<file path="config.mk">
export PLATFORM = sky130hd
export DESIGN_NAME = btn_conditioner
export DESIGN_NICKNAME = d
export VERILOG_FILES = /design/src/rtl/btn_conditioner.sv
export SDC_FILE = /design/constraint.sdc
export NUM_CORES = 1
export LEC_CHECK = 0
export CAP_MARGIN = 10
export CORE_MARGIN = 2
export CORE_UTILIZATION = 63
export DETAILED_ROUTE_END_ITERATION = 8
export PLACE_DENSITY = 0.81
export SKIP_CTS_REPAIR_TIMING = 1
export SLEW_MARGIN = 20
export SYNTH_ARGS = -nofsm -noshare
export SYNTH_HDL_FRONTEND = slang
export SYNTH_SLANG_ARGS = --single-unit
</file>
<file path="constraint.sdc">
create_clock -name clk_i -period 12.45 [get_ports clk_i]
set_clock_uncertainty 0.2 [all_clocks]
set_input_delay 2.49 -clock clk_i [delete_from_list [all_inputs] [get_ports clk_i]]
set_output_delay 2.49 -clock clk_i [all_outputs]
set_load 0.03 [all_outputs]
</file>
<file path="src/rtl/btn_conditioner.sv">
// Multi-channel push-button conditioner: 2-FF sync, stable-level debounce and a
// hold FSM emitting registered press/release/long/repeat strobes per channel.
module btn_conditioner #(
  parameter int unsigned CHANNELS        = 4,
  parameter int unsigned DEBOUNCE_CYCLES = 20_000_000,
  parameter int unsigned LONG_CYCLES     = 40_000_000,
  parameter int unsigned REPEAT_CYCLES   = 5_000_000,
  parameter bit          ACTIVE_LOW      = 1'b1
) (
  input  logic                clk_i,
  input  logic                rst_i,
  input  logic [CHANNELS-1:0] btn_i,
  input  logic [CHANNELS-1:0] repeat_en_i,
  output logic [CHANNELS-1:0] level_o,
  output logic [CHANNELS-1:0] press_o,
  output logic [CHANNELS-1:0] release_o,
  output logic [CHANNELS-1:0] long_o,
  output logic [CHANNELS-1:0] repeat_o
);

  localparam int unsigned DW      = $clog2(DEBOUNCE_CYCLES) + 1;
  localparam int unsigned HoldMax = (LONG_CYCLES > REPEAT_CYCLES) ? LONG_CYCLES : REPEAT_CYCLES;
  localparam int unsigned HW      = $clog2(HoldMax) + 1;

  localparam logic [DW-1:0] DebLast    = DW'(DEBOUNCE_CYCLES - 1);
  localparam logic [HW-1:0] LongLast   = HW'(LONG_CYCLES - 1);
  localparam logic [HW-1:0] RepeatLast = HW'(REPEAT_CYCLES - 1);

  typedef enum logic [1:0] {StIdle, StHeld, StLong} hold_st_e;

  for (genvar c = 0; c < CHANNELS; c++) begin : g_ch
    logic          sync1_q, sync2_q, raw;
    logic          level_q, level_d, rise, fall;
    logic [DW-1:0] dcnt_q, dcnt_d;
    logic [HW-1:0] hcnt_q, hcnt_d;
    hold_st_e      st_q, st_d;
    logic          press_q, press_d, release_q, release_d;
    logic          long_q, long_d, repeat_q, repeat_d;

    // Sync flops reset to the idle pin level so a held button reads as a new press.
    always_ff @(posedge clk_i or posedge rst_i) begin
      if (rst_i) begin
        sync1_q <= ACTIVE_LOW;
        sync2_q <= ACTIVE_LOW;
      end else begin
        sync1_q <= btn_i[c];
        sync2_q <= sync1_q;
      end
    end

    assign raw = ACTIVE_LOW ? ~sync2_q : sync2_q;

    always_comb begin
      level_d = level_q;
      dcnt_d  = dcnt_q;
      rise    = 1'b0;
      fall    = 1'b0;
      if (raw == level_q) begin
        dcnt_d = '0;
      end else if (dcnt_q == DebLast) begin
        level_d = ~level_q;
        dcnt_d  = '0;
        rise    = raw;
        fall    = ~raw;
      end else begin
        dcnt_d = dcnt_q + DW'(1);
      end
    end

    // The edge events come from the debounce next-state so strobes align with level_o.
    always_comb begin
      st_d      = st_q;
      hcnt_d    = hcnt_q;
      press_d   = 1'b0;
      release_d = 1'b0;
      long_d    = 1'b0;
      repeat_d  = 1'b0;
      case (st_q)
        StIdle: begin
          if (rise) begin
            press_d = 1'b1;
            hcnt_d  = '0;
            st_d    = StHeld;
          end
        end
        StHeld: begin
          if (fall) begin
            release_d = 1'b1;
            hcnt_d    = '0;
            st_d      = StIdle;
          end else if (hcnt_q == LongLast) begin
            long_d = 1'b1;
            hcnt_d = '0;
            st_d   = StLong;
          end else begin
            hcnt_d = hcnt_q + HW'(1);
          end
        end
        StLong: begin
          if (fall) begin
            release_d = 1'b1;
            hcnt_d    = '0;
            st_d      = StIdle;
          end else if (!repeat_en_i[c]) begin
            hcnt_d = '0;
          end else if (hcnt_q == RepeatLast) begin
            repeat_d = 1'b1;
            hcnt_d   = '0;
          end else begin
            hcnt_d = hcnt_q + HW'(1);
          end
        end
        default: begin
          st_d   = StIdle;
          hcnt_d = '0;
        end
      endcase
    end

    always_ff @(posedge clk_i or posedge rst_i) begin
      if (rst_i) begin
        level_q   <= 1'b0;
        dcnt_q    <= '0;
        st_q      <= StIdle;
        hcnt_q    <= '0;
        press_q   <= 1'b0;
        release_q <= 1'b0;
        long_q    <= 1'b0;
        repeat_q  <= 1'b0;
      end else begin
        level_q   <= level_d;
        dcnt_q    <= dcnt_d;
        st_q      <= st_d;
        hcnt_q    <= hcnt_d;
        press_q   <= press_d;
        release_q <= release_d;
        long_q    <= long_d;
        repeat_q  <= repeat_d;
      end
    end

    assign level_o[c]   = level_q;
    assign press_o[c]   = press_q;
    assign release_o[c] = release_q;
    assign long_o[c]    = long_q;
    assign repeat_o[c]  = repeat_q;
  end

endmodule

</file>
==> impl.org, run 1 <==
** STA
- Adding up every negative setup slack in the final design gives 0 ps.
- Slew HR :: 0.333
- Min Clock Period, post-route :: 4410 ps
- Final-report setup violation count :: 0
- For the pin with the worst max-slew slack, the measured transition is 996 ps.
- Setup repair after global routing missed its margin :: no
- The number of max-slew violations in the final report is 0.
- Max Fclk :: 0.227 GHz
- The number of endpoints with negative hold slack in the final report came to 0.
- In the finished design, the share of the clock period the worst path needs comes to 0.355.

** Floorplan
- I/O pin count :: 30
- From bottom edge to top edge, the die measures 149 um.
- Die Wd :: 149 um
- Core region area :: 20400 um^2
- The die covers 22100 um^2.
- Initial Util :: 0.647
- Row generation in the floorplan step produced 52 rows.

** Power
- Of the total power, the share spent switching nets is 0.212.
- Peak supply drop :: 0.0821 mV
- Total power per unit cell area :: 112 nW/um^2
- The share of total power dissipated in combinational logic is 0.019.
- Cell internal power was estimated by the tool at 1.27 mW.
- Clock power share :: 0.474
- Sequential share of power :: 0.507
- The design draws 1.61 mW.
- Summed over all nets, the switching power comes to 341 uW.
- Leakage :: 5.99 nW

** Worst setup path
- In this run the worst path has a maximum fanout of 15.
- Data arrives at the worst endpoint at 4620 ps.
- CP max stage delay :: 810 ps
- Buffer and inverter count on the worst path :: 1
- Required time worst endpoint :: 12660 ps
- STA classifies the critical path startpoint as an input port.
- On the critical path the largest part of the delay comes from compound AO/OA/AOI/OAI gates.
- Nature of the critical path endpoint :: flip-flop
- Chain of cells forming the critical path :: clkdlybuf4s50_1 -> nand2_1 -> a31oi_1 -> o211ai_1 -> nor2_1 -> a221o_1
- Among all stages on the critical path, the largest delay is contributed by sky130_fd_sc_hd__o211ai_1.
- Kind of critical path :: input port to flip-flop

** Cells and area
- Number of filler cells placed in the layout :: 1551
- Total inserted antenna cells :: 0
- Relative area change from synthesis to final layout :: 9.37%
- The net count of the finished layout is 1447.
- Share of layout cells above drive strength 1 :: 0.0612
- Count of non-filler cells in the finished layout :: 1707

** Route
- Using the TritonRoute via totals, the vias-per-cell ratio works out to 6.19.
- The final route contains 10600 vias.
- After detailed routing, the total wire length is 27100 um.
- For this run, the detailed router's first-pass iteration total came to 6.
- In the final routed layout, each cell accounts on average for 15.9 um.
- Remaining DRCs :: 0
- After the first detailed-routing iteration, the DRC count stood at 631.
- Residual antenna-violating net count after detailed routing :: 0

** GRT
- The first global-routing pass estimated 47800 um of wire.
- Total global routing overflow :: 0
- GRT Util Overall :: 0.253
- Entering global routing, the biggest net connects 122 pins.
- Number of global-route vias before repair :: 10300
- Number of antenna violations at the first check in global routing :: 0

** Logic synthesis
- Number of flops mapped to enable cells by yosys :: 0
- The Yosys step of the flow raised 0 warnings.
- Share of synthesized flip-flops with an asynchronous set or reset :: 1.00
- After synthesis, the largest family of logic cells by area is simple AND/OR/NAND/NOR gates.
- Adder and majority gate portion of the synthesized area :: 0.0190
- In the synthesized netlist the dominant register cell turns out to be sky130_fd_sc_hd__dfrtp_1.
- The synthesized design contains 248 register bits.
- Instance count of the mapped netlist :: 1415
- Summing every instance area after synthesis gives 13200 um^2.
- Dividing the synthesized area by the synthesized cell count gives 9.32 um^2.
- Nets in the synthesized netlist :: 1445
- Share of the synthesized netlist area taken by xor and xnor gates :: 0.0751
- Post-synthesis share of cell area spent on and, or, nand and nor gates :: 0.285
- The synthesized netlist contains 74 unique library cells.
- The share of the Yosys chip area taken by registers is 0.472.
- Multiplexer fraction of the synthesized cell area :: 0.00389
- The share of the synthesized area in compound gates (AO/OA/AOI/OAI) is 0.107.

** Clocking
- In this run the clock root is driven by a sky130_fd_sc_hd__clkbuf_16.
- TritonCTS clock tree :: done
- Clock sink count :: 248
- The number of clock buffers added by TritonCTS is 27.
- For the worst-skew pair, the clock arrives at the later sink with an insertion delay of 530 ps.
- In this run the number of H-tree levels came out at 1.
- Maximum root-to-sink buffer count :: 3
- Clk slew on worst S/H paths :: 60 ps

** Placed design
- Including well taps, the total number of placed cells is 1658.
- I/O Buffers :: 29
- Routability-driven placement finished with a final weighted congestion of 0.818.
- Summed over all nets, the half-perimeter wirelength after detailed placement is 17600 um.

** Run status
- The run finished with clean final reports.

** Worst hold path
- Worst hold path type :: flip-flop to flip-flop

** Run
- Max-cap violations in this run came to 0.
## final cells by class
type / count / area, um^2 / area share
clock buffers: 42 / 822 / 0.0570
well taps: 270 / 338 / 0.0234
clock inverters: 7 / 38.8 / 0.00269
repair buffers: 40 / 373 / 0.0259
inverters: 44 / 173 / 0.0120
multi-input cells: 1056 / 6460 / 0.448
flip-flops and latches: 248 / 6220 / 0.431
## synth_stat cells (20+ instances only)
library cell	n	area, um^2
sky130_fd_sc_hd__dfrtp_1	240	6010
sky130_fd_sc_hd__nor2_1	181	679
sky130_fd_sc_hd__nand2_1	132	495
sky130_fd_sc_hd__nand3_1	124	621
sky130_fd_sc_hd__nand4_1	63	394
sky130_fd_sc_hd__xor2_1	60	526
sky130_fd_sc_hd__xnor2_1	53	464
sky130_fd_sc_hd__inv_1	44	165
sky130_fd_sc_hd__o21ai_0	42	210
sky130_fd_sc_hd__nor3_1	35	175
sky130_fd_sc_hd__clkbuf_1	34	128
sky130_fd_sc_hd__a21oi_1	26	130
sky130_fd_sc_hd__and3_1	25	156
sky130_fd_sc_hd__o311ai_0	23	201
sky130_fd_sc_hd__nor4_1	22	138
sky130_fd_sc_hd__and2_1	20	125
sky130_fd_sc_hd__buf_4	20	150
sky130_fd_sc_hd__ha_1	20	250
## power by group through the flow
| stage | clock network, mW | logic, mW | registers (mW) |
|---|---|---|---|
| 6_report | 0.764 | 0.0306 | 0.816 |
| 3_3_place_gp | 0 | 0.0314 | 0.830 |
| 2_1_floorplan | 0 | 0.0214 | 0.830 |
| 4_1_cts | 0.779 | 0.0322 | 0.816 |
| 5_1_grt | 0.810 | 0.0363 | 0.817 |
| 3_5_place_dp | 0 | 0.0321 | 0.831 |
## state kept, by name (all words and copies together) (netlist names)
register and cells:
g_ch.dcnt_q 104, g_ch.hcnt_q 108, g_ch.level_q 4, g_ch.long_q 4
g_ch.press_q 4, g_ch.release_q 4, g_ch.repeat_q 4, g_ch.st_q 8
g_ch.sync1_q 4, g_ch.sync2_q 4
## worst paths after layout
path                               startpoint           endpoint  slack [ps]  cells past startpoint
max in group asynchronous               rst_i   g_ch[1].repeat_q        8280                      3
hold / removal                g_ch[1].sync1_q    g_ch[1].sync2_q         160                      0
hold reg to reg               g_ch[1].sync1_q    g_ch[1].sync2_q         160                      0
setup reg to reg           g_ch[2].hcnt_q[12]  g_ch[2].hcnt_q[5]        8870                      6
setup / recovery               repeat_en_i[2]  g_ch[2].hcnt_q[5]        8040                      6
min in group asynchronous               rst_i   g_ch[0].repeat_q        2340                      2
## cell families (layout without fill, tap and decap cells)
group | after synthesis | count (layout)
XOR/XNOR | 113 | 113
flip-flops | 248 | 248
AND/OR/NAND/NOR | 720 | 720
buffers and inverters | 111 | 133
adder cells (fa/ha/maj) | 20 | 20
multiplexers | 5 | 5
AO/OA/AOI/OAI | 198 | 198
## placed cells by master, fill, tap and decap left out, drive strengths merged, types with 4 or more instances in the layout
master         instances
a21oi                 26
a22o                  11
a22oi                  8
a31oi                 14
and2                  20
and3                  25
and4                  11
buf                   11
clkbuf                42
clkdlybuf4s50         29
clkinv                 6
dfrtp                240
dfstp                  8
ha                    20
inv                   45
mux2i                  4
nand2                132
nand2b                 6
nand3                124
nand4                 65
nand4b                 6
nor2                 181
nor2b                 12
nor3                  35
nor4                  25
nor4b                 19
nor4bb                 5
o21ai                 48
o22ai                  8
o311ai                32
o31a                   4
o31ai                 14
o41ai                  4
or2                    9
or3                   19
or4                   10
xnor2                 53
xor2                  60
## per-layer routing
metal	wire, um	global-route usage
met1	12100	0.349
met2	13500	0.427
met3	1030	0.0319
met4	480	0.0652
met5	0	0
## through the flow
stage	setup WS, ps	instance area (um^2)	hold WS [ps]	utilization
finish	8040	14400	156	0.708
global route	7810	14400	158	0.708
CTS	8010	14400	157	0.708
detailed placement	7530	13600	148	0.666
global placement	7540	13600	146	0.666
floorplan	2960	13200	145	-
Power figures use the tool's default switching activity.
==> run 2, diff against run 1 <==
- CORE_UTILIZATION: 63 -> 57
- PLACE_DENSITY: 0.81 -> 0.77
- clock period: 12.45 -> 4 ns (I/O delays scaled with it)
==> run 2 against run 1 <==
Against the previous run: register-to-register slack worse by 8300 ps; worst setup slack worse by 7400 ps; flip-flop and latch count unchanged; critical path depth unchanged; final area up 1.7%; global-route usage down 2.6 points.
==> impl.org, run 2 (synthesis gave the netlist of run 1 again) <==
** Cells and area
- Relative area change from synthesis to final layout :: 11.2%
- The fraction of layout instances using a drive strength above 1 is 0.0681 (+0.00690).
- Largest registers :: g_ch.hcnt_q: 108 flops, g_ch.dcnt_q: 104 flops, g_ch.st_q: 8 flops
- Commonest non-fill, non-tap cell in the layout :: sky130_fd_sc_hd__dfrtp_1
- Register with the most flip-flops :: g_ch.hcnt_q
- The final net count is 1461 (+0.97%).
- The number of flip-flops under the largest register name came to 108 (unchanged).
- Leaving out fill and tap cells, the most frequent cells in the layout are sky130_fd_sc_hd__dfrtp_1 (240), sky130_fd_sc_hd__nor2_1 (181), sky130_fd_sc_hd__nand2_1 (132).
- Total inserted antenna cells :: 0 (unchanged)

** Route
- Detailed-routing iteration count for the pre-antenna-repair pass :: 5 (-1)
- Final WL :: 27000 um (-0.19%)
- DRC marker count from the first detailed-route iteration :: 650 (+3.0%)
- Mean number of vias per cell :: 6.02 (-2.8%)
- The post-detailed-route wirelength per cell came to 15.6 um (-2.0%).
- The number of remaining DRC errors was 0 (unchanged).
- Via Count :: 10500 (-0.98%)
- The number of nets with antenna violations after detailed routing was 0 (unchanged).

** Worst setup path
- Setup crit start kind :: flip-flop
- The worst register-to-register path ends at g_ch[3].hcnt_q[14].
- The maximum single-stage delay on the critical path was 720 ps (-90 ps).
- The buffer and inverter count on the worst path was 0 (-1).
- By startpoint and endpoint, the worst setup path is classified as flip-flop to flip-flop.
- Slack of the worst reg-to-reg path :: 620 ps (-8250 ps)
- Required time worst endpoint :: 4200 ps (-8460 ps)
- Nature of the critical path endpoint :: flip-flop
- Reg2Reg Depth :: 6 (unchanged)
- The arrival time reported for the critical path endpoint was 3580 ps (-1040 ps).
- Among all stages on the critical path, the largest delay is contributed by sky130_fd_sc_hd__o41ai_2.
- The signal on the critical path passes through ha_1 -> nand3_1 -> or2_1 -> o41ai_2 -> nand2_1 -> o311ai_0.
- Critical path's top delay family :: compound AO/OA/AOI/OAI gates
- The worst register-to-register path begins at g_ch[3].dcnt_q[0].
- The worst-path maximum fanout is 22 (+7).

** GRT
- GRT Util Overall :: 0.226 (-0.0263)
- The via count of the first global-routing pass came to 10000 (-2.8%).
- The global route total overflow came to 0 (unchanged).
- The number of antenna violations at the first check in global routing came to 0 (unchanged).
- First-pass GRT wire length :: 46900 um (-1.9%)
- Pin count of the biggest net entering global routing :: 49 (-60%)

** Worst hold path
- Min-delay src :: g_ch[0].sync1_q
- The path with the worst hold slack has its endpoint at g_ch[0].sync2_q.
- The hold path depth came to 0 (unchanged).
- Worst hold path type :: flip-flop to flip-flop

** Clocking
- The later-pin clock latency in the skew report was 540 ps (about the same).
- H-tree levels :: 1 (unchanged)
- The number of CTS-inserted buffers came to 28 (+3.7%).
- Maximum root-to-sink buffer count :: 3 (unchanged)
- Clock sink count :: 248 (unchanged)
- In this run the clock root is driven by a sky130_fd_sc_hd__clkbuf_16.
- TritonCTS built the clock tree.
- Clk slew on worst S/H paths :: 60 ps (about the same)

** Floorplan
- The I/O pin count was 30 (unchanged).
- Vertical extent of the die :: 156 um (+5.0%)
- The horizontal extent of the die was 156 um (+5.0%).
- Core region area :: 22600 um^2 (+11%)
- The area of the die is 24400 um^2 (+10%).
- The starting density of the core was 0.582 (-0.0651).
- Row cnt :: 55 (+5.8%)

** Power
- The ratio of total power to cell area was 355 nW/um^2 (+220%).
- The switching power summed over all nets is 1.08 mW (+220%).
- Leakage :: 6.10 nW (+1.8%)
- The share of power burned in the clock network came to 0.491 (+0.017).
- The power share of the sequential group came to 0.488 (-0.019).
- Internal power of the cells :: 4.13 mW (+230%)
- The share of power burned in combinational logic is 0.021 (+0.002).
- Peak supply drop :: 0.463 mV (+460%)
- Share of total power consumed by net switching :: 0.207 (-0.00505)

** Placed design
- The half-perimeter wire length of the detailed placement result was 18100 um (+3.1%).
- The last weighted congestion value of the routability-driven placer was 0.800 (-2.2%).
- The count of input and output buffers came to 29 (unchanged).

** STA
- Final worst hold slack :: 151 ps (-4.99 ps)
- The sum of negative setup slack is 0 ps (unchanged).
- Max Fclk :: 0.296 GHz
- Slew HR :: 0.322 (-0.0113)
- The number of max-slew violations in the final report came to 0 (unchanged).
- Setup repair after global routing left no endpoint under its margin.
- The transition at the pin with the smallest max-transition slack was 1020 ps (+21.3 ps).
- Min Clock Period, post-route :: 3380 ps
- In the finished design, the share of the clock period the worst path needs comes to 0.845.
- The number of endpoints with negative hold slack in the final report came to 0 (unchanged).
- Final-report setup violation count :: 0 (unchanged)

** Run status
- The run finished with clean final reports.

** Run
- Max-cap violations :: 0 (unchanged)
[run 2: cell count changes in the layout (fill, tap and decap cells not counted), sizes merged]
cell,change
buf,+13
clkinv,-2
clkbuf,+4
clkinvlp,+1
inv,-2
bufinv,+2
[run 2: power by group through the flow]
stage          sequential (mW)  combinational [mW]  clock [mW]
2_1_floorplan             2.58              0.0670           0
3_3_place_gp              2.58               0.112           0
3_5_place_dp              2.59               0.114           0
4_1_cts                   2.54               0.114        2.62
5_1_grt                   2.54               0.127        2.73
6_report                  2.54               0.109        2.55
[run 2: metal layers]
layer  wire [um]  up-vias  track usage
met1       12700     5136        0.320
met4         363        0       0.0511
met3         946       33       0.0272
met2       13100      153        0.378
li1            -     5136            -
met5           0        -            0
[run 2: final cells by class]
cell class,count,area (um^2)
fill,1842,7980
multi-input combinational,1056,6460
sequential,248,6220
clock buffer,46,850
timing repair buffer,53,533
tap,285,357
inverter,44,169
clock inverter,6,80.1
[run 2: stage by stage]
| stage | worst slack [ps] | power (mW) | std cells | cell area, um^2 | utilization |
|---|---|---|---|---|---|
| 2_1_floorplan | -253 | 2.65 | 1415 | 13200 | - |
| 4_1_cts | 633 | 5.27 | 1738 | 14700 | 0.648 |
| 6_report | 619 | 5.20 | 1738 | 14700 | 0.648 |
| 3_3_place_gp | 830 | 2.70 | 1686 | 13700 | 0.607 |
| 3_5_place_dp | 636 | 2.70 | 1686 | 13700 | 0.607 |
| 5_1_grt | 326 | 5.40 | 1738 | 14700 | 0.648 |
[run 2: how the worst max path moves through the flow]
stage	start	to	slack (ps)	cells after the start
CTS	g_ch[3].dcnt_q[0]	g_ch[3].hcnt_q[14]	630	6
detailed placement	g_ch[3].dcnt_q[0]	g_ch[3].hcnt_q[14]	640	6
finish	g_ch[3].dcnt_q[0]	g_ch[3].hcnt_q[14]	620	6
global route	g_ch[3].dcnt_q[0]	g_ch[3].hcnt_q[14]	330	6
floorplan	rst_i	g_ch[0].dcnt_q[0]	-250	1
global placement	g_ch[3].dcnt_q[0]	g_ch[3].hcnt_q[12]	830	6
==> run 3, diff against run 2 <==
- clock period: 4 -> 2.9 ns (I/O delays scaled with it)
==> run 3 against run 2 <==
Against the previous run: final area increased by 1.5%; total power rose by 34%; clock power increased by 31%; cell count increased by 1.7%; critical path type unchanged; flip-flop and latch count unchanged; non-clock buffer count up 33; highest routed layer unchanged; sequential share of layout area is 0.63 points lower; largest power group is now sequential cells; die area unchanged; core utilization rose by 0.98 points; via count grew 1.5%.
==> impl.org, run 3 (synthesis gave the netlist of run 1 again) <==
** Cells and area
- The library cell used most frequently in the layout, excluding fill and tap cells, is sky130_fd_sc_hd__dfrtp_1.
- More flip-flops sit in one register than any other, and that register is g_ch.hcnt_q.
- Largest registers :: g_ch.hcnt_q: 108 flops, g_ch.dcnt_q: 104 flops, g_ch.st_q: 8 flops
- The post-route cell area is 14900 um^2 (+1.5%).
- The top cell types in the final layout, fill and taps aside, are sky130_fd_sc_hd__dfrtp_1 (240), sky130_fd_sc_hd__nor2_1 (180), sky130_fd_sc_hd__nand2_1 (132).
- Relative area change from synthesis to final layout :: 12.9%
- The fraction of layout instances using a drive strength above 1 came to 0.0958 (+0.0276).
- The antenna diode count is 0 (unchanged).
- Largest register FFs :: 108 (unchanged)
- The final net count is 1493 (+2.2%).

** Route
- Final WL :: 27400 um (+1.4%)
- The via count is 10600 (+1.5%).
- The number of nets with antenna violations after detailed routing was 0 (unchanged).
- The via count normalized by instance count is 6.00 (-0.23%).
- Remaining DRCs :: 0 (unchanged)
- Routed wire per std cell :: 15.5 um (-0.36%)
- The number of detailed-route iterations in the first pass came to 6 (+1).
- The initial detailed-routing violation count is 635 (-2.3%).

** Worst setup path
- In this run the critical register-to-register path is launched from g_ch[2].hcnt_q[21].
- The worst-case reg-to-reg path depth is 8 (+2).
- The reg2reg setup slack was 140 ps (-480 ps).
- The worst register-to-register path ends at g_ch[2].hcnt_q[20].
- Nature of the critical path endpoint :: flip-flop
- The critical path in this run is classified as flip-flop to flip-flop.
- STA classifies the critical path startpoint as a flip-flop.
- Critical path peak fanout :: 14 (-36%)
- The endpoint required time on the critical path came to 3110 ps (-1090 ps).
- Critical Path Start :: g_ch[2].hcnt_q[21]
- WP data arrival :: 2980 ps (-600 ps)

** Power
- Internal power of the cells :: 5.44 mW (+32%)
- The switching power summed over all nets came to 1.56 mW (+45%).
- Total Power :: 7.00 mW (+34%)
- Fraction of power consumed by combinational cells :: 0.022 (about the same)
- Clock power share :: 0.477 (-0.014)
- Sequential share of power :: 0.501 (+0.013)
- The worst IR drop on VDD is 0.448 mV (-3.4%).
- Share of total power consumed by net switching :: 0.223 (+0.0164)
- Leakage :: 6.24 nW (+2.4%)
- The ratio of total power to cell area was 470 nW/um^2 (+32%).

** STA
- The number of endpoints with negative hold slack in the final report came to 0 (unchanged).
- The number of max-slew violations in the final report came to 0 (unchanged).
- Slew HR :: 0.535 (+0.213)
- Final clock period utilization by the worst path :: 0.953 (+0.107)
- The transition at the pin with the smallest max-transition slack is 689 ps (-329 ps).
- Max Fclk :: 0.362 GHz (+22%)
- The total setup violations reported at the end of the flow came to 0 (unchanged).
- Min Clock Period, post-route :: 2760 ps (-618 ps)
- Setup repair after global routing left no endpoint under its margin.

** Clocking
- The number of CTS-inserted buffers was 27 (-3.6%).
- The post-CTS clock slew at the launch and capture registers of the worst setup and hold paths is 70 ps (about the same).
- The number of clock sinks is 248 (unchanged).
- H-tree levels :: 1 (unchanged)
- Clock latency on the worst-skew pair :: 540 ps (about the same)
- Clock tree synthesis selected as its root buffer the cell sky130_fd_sc_hd__clkbuf_16.
- TritonCTS built the clock tree.
- The largest buffer count on any clock path is 3 (unchanged).

** Worst hold path
- The startpoint identified for the worst hold timing path is g_ch[2].sync1_q.
- Terminating pin of the worst hold path :: g_ch[2].sync2_q
- The tightest min-delay check is of the flip-flop to flip-flop type.
- The hold path depth came to 0 (unchanged).

** Placed design
- The half-perimeter wire length of the detailed placement result came to 18300 um (+0.68%).
- The cell area after placement was 14000 um^2 (+1.9%).
- The last weighted congestion value of the routability-driven placer came to 0.828 (+3.5%).
- I/O Buffers :: 29 (unchanged)

** Run status
- The run finished with clean final reports.

** GRT
- Number of antenna violations at the first check in global routing :: 0 (unchanged)
- Most used routing layer :: met2
- Total global routing overflow :: 0 (unchanged)
- GR met3 Demand/Resource :: 0.0289 (+0.00167)
- GR met2 Demand/Resource :: 0.391 (+0.0129)
- Pin count of the biggest net entering global routing :: 58 (+18%)
- Global routing met1 resource utilization :: 0.327 (+0.00726)
- First-pass GRT wire length :: 48400 um (+3.2%)
- The global-route usage over all layers was 0.234 (+0.00712).
- The via count of the first global-routing pass was 10200 (+1.9%).

** Floorplan
- The die height came to 156 um (unchanged).
- The area of the die came to 24400 um^2 (unchanged).
- Initial Util :: 0.582 (unchanged)
- The horizontal extent of the die is 156 um (unchanged).
- The cell row count came to 55 (unchanged).
- The core box area is 22600 um^2 (unchanged).
- The I/O pin count came to 30 (unchanged).

** Run
- Max-cap violations :: 0 (unchanged)
-- run 3: cell types whose count changed in the layout (fill, tap and decap cells not counted), sizes merged --
| cell | delta |
|---|---|
| buf | +33 |
| bufinv | -2 |
| clkbuf | -8 |
| clkinv | +2 |
| clkinvlp | +2 |
| inv | +3 |
-- run 3: stage by stage --
stage	setup WS, ps	utilization	hold WS (ps)	std cells	setup TNS, ps
global placement	82.3	0.618	146	1719	0
floorplan	-1130	-	145	1415	-274200
finish	137	0.657	156	1768	0
detailed placement	47.8	0.618	147	1719	0
CTS	25.2	0.656	157	1768	0
global route	9.24	0.657	159	1768	0
-- run 3: area by class of cell --
class | instances | area (um^2)
sequential | 248 | 6220
clock buffer | 38 | 787
timing repair buffer | 86 | 793
inverter | 44 | 169
fill | 1827 | 7760
tap | 285 | 357
multi-input combinational | 1056 | 6480
clock inverter | 11 | 82.6
-- run 3: worst max-delay path by stage --
stage                         end  cells after the start
6_report       g_ch[2].hcnt_q[20]                      8
3_3_place_gp    g_ch[2].hcnt_q[5]                      6
5_1_grt        g_ch[2].hcnt_q[14]                      8
4_1_cts         g_ch[2].hcnt_q[0]                      5
3_5_place_dp    g_ch[2].hcnt_q[0]                      5
2_1_floorplan   g_ch[0].dcnt_q[0]                      1
-- run 3: per-layer routing --
| layer | share of wire | vias to the layer above | wire length [um] |
|---|---|---|---|
| li1 | - | 5197 | - |
| met1 | 0.46 | 5189 | 12600 |
| met2 | 0.48 | 188 | 13300 |
| met3 | 0.040 | 40 | 1090 |
| met4 | 0.017 | 0 | 461 |
| met5 | 0 | - | 0 |
-- run 3: power groups by stage --
stage / logic (mW) / registers, mW / clock network [mW]
final: 0.153 / 3.50 / 3.34
after CTS: 0.160 / 3.50 / 3.42
after floorplan: 0.0924 / 3.56 / 0
after global placement: 0.158 / 3.56 / 0
after detailed placement: 0.160 / 3.57 / 0
after global routing: 0.179 / 3.50 / 3.54
-- run 3: worst max-delay path, cell delays in order, from the launching register on --
cell                       delay (ps)
sky130_fd_sc_hd__dfrtp_1          430
sky130_fd_sc_hd__or4_1            540
sky130_fd_sc_hd__nor4b_2          380
sky130_fd_sc_hd__a31oi_1          170
sky130_fd_sc_hd__o211ai_1         330
sky130_fd_sc_hd__buf_4            200
sky130_fd_sc_hd__and2_1           120
sky130_fd_sc_hd__buf_4            200
sky130_fd_sc_hd__nor2_1            80
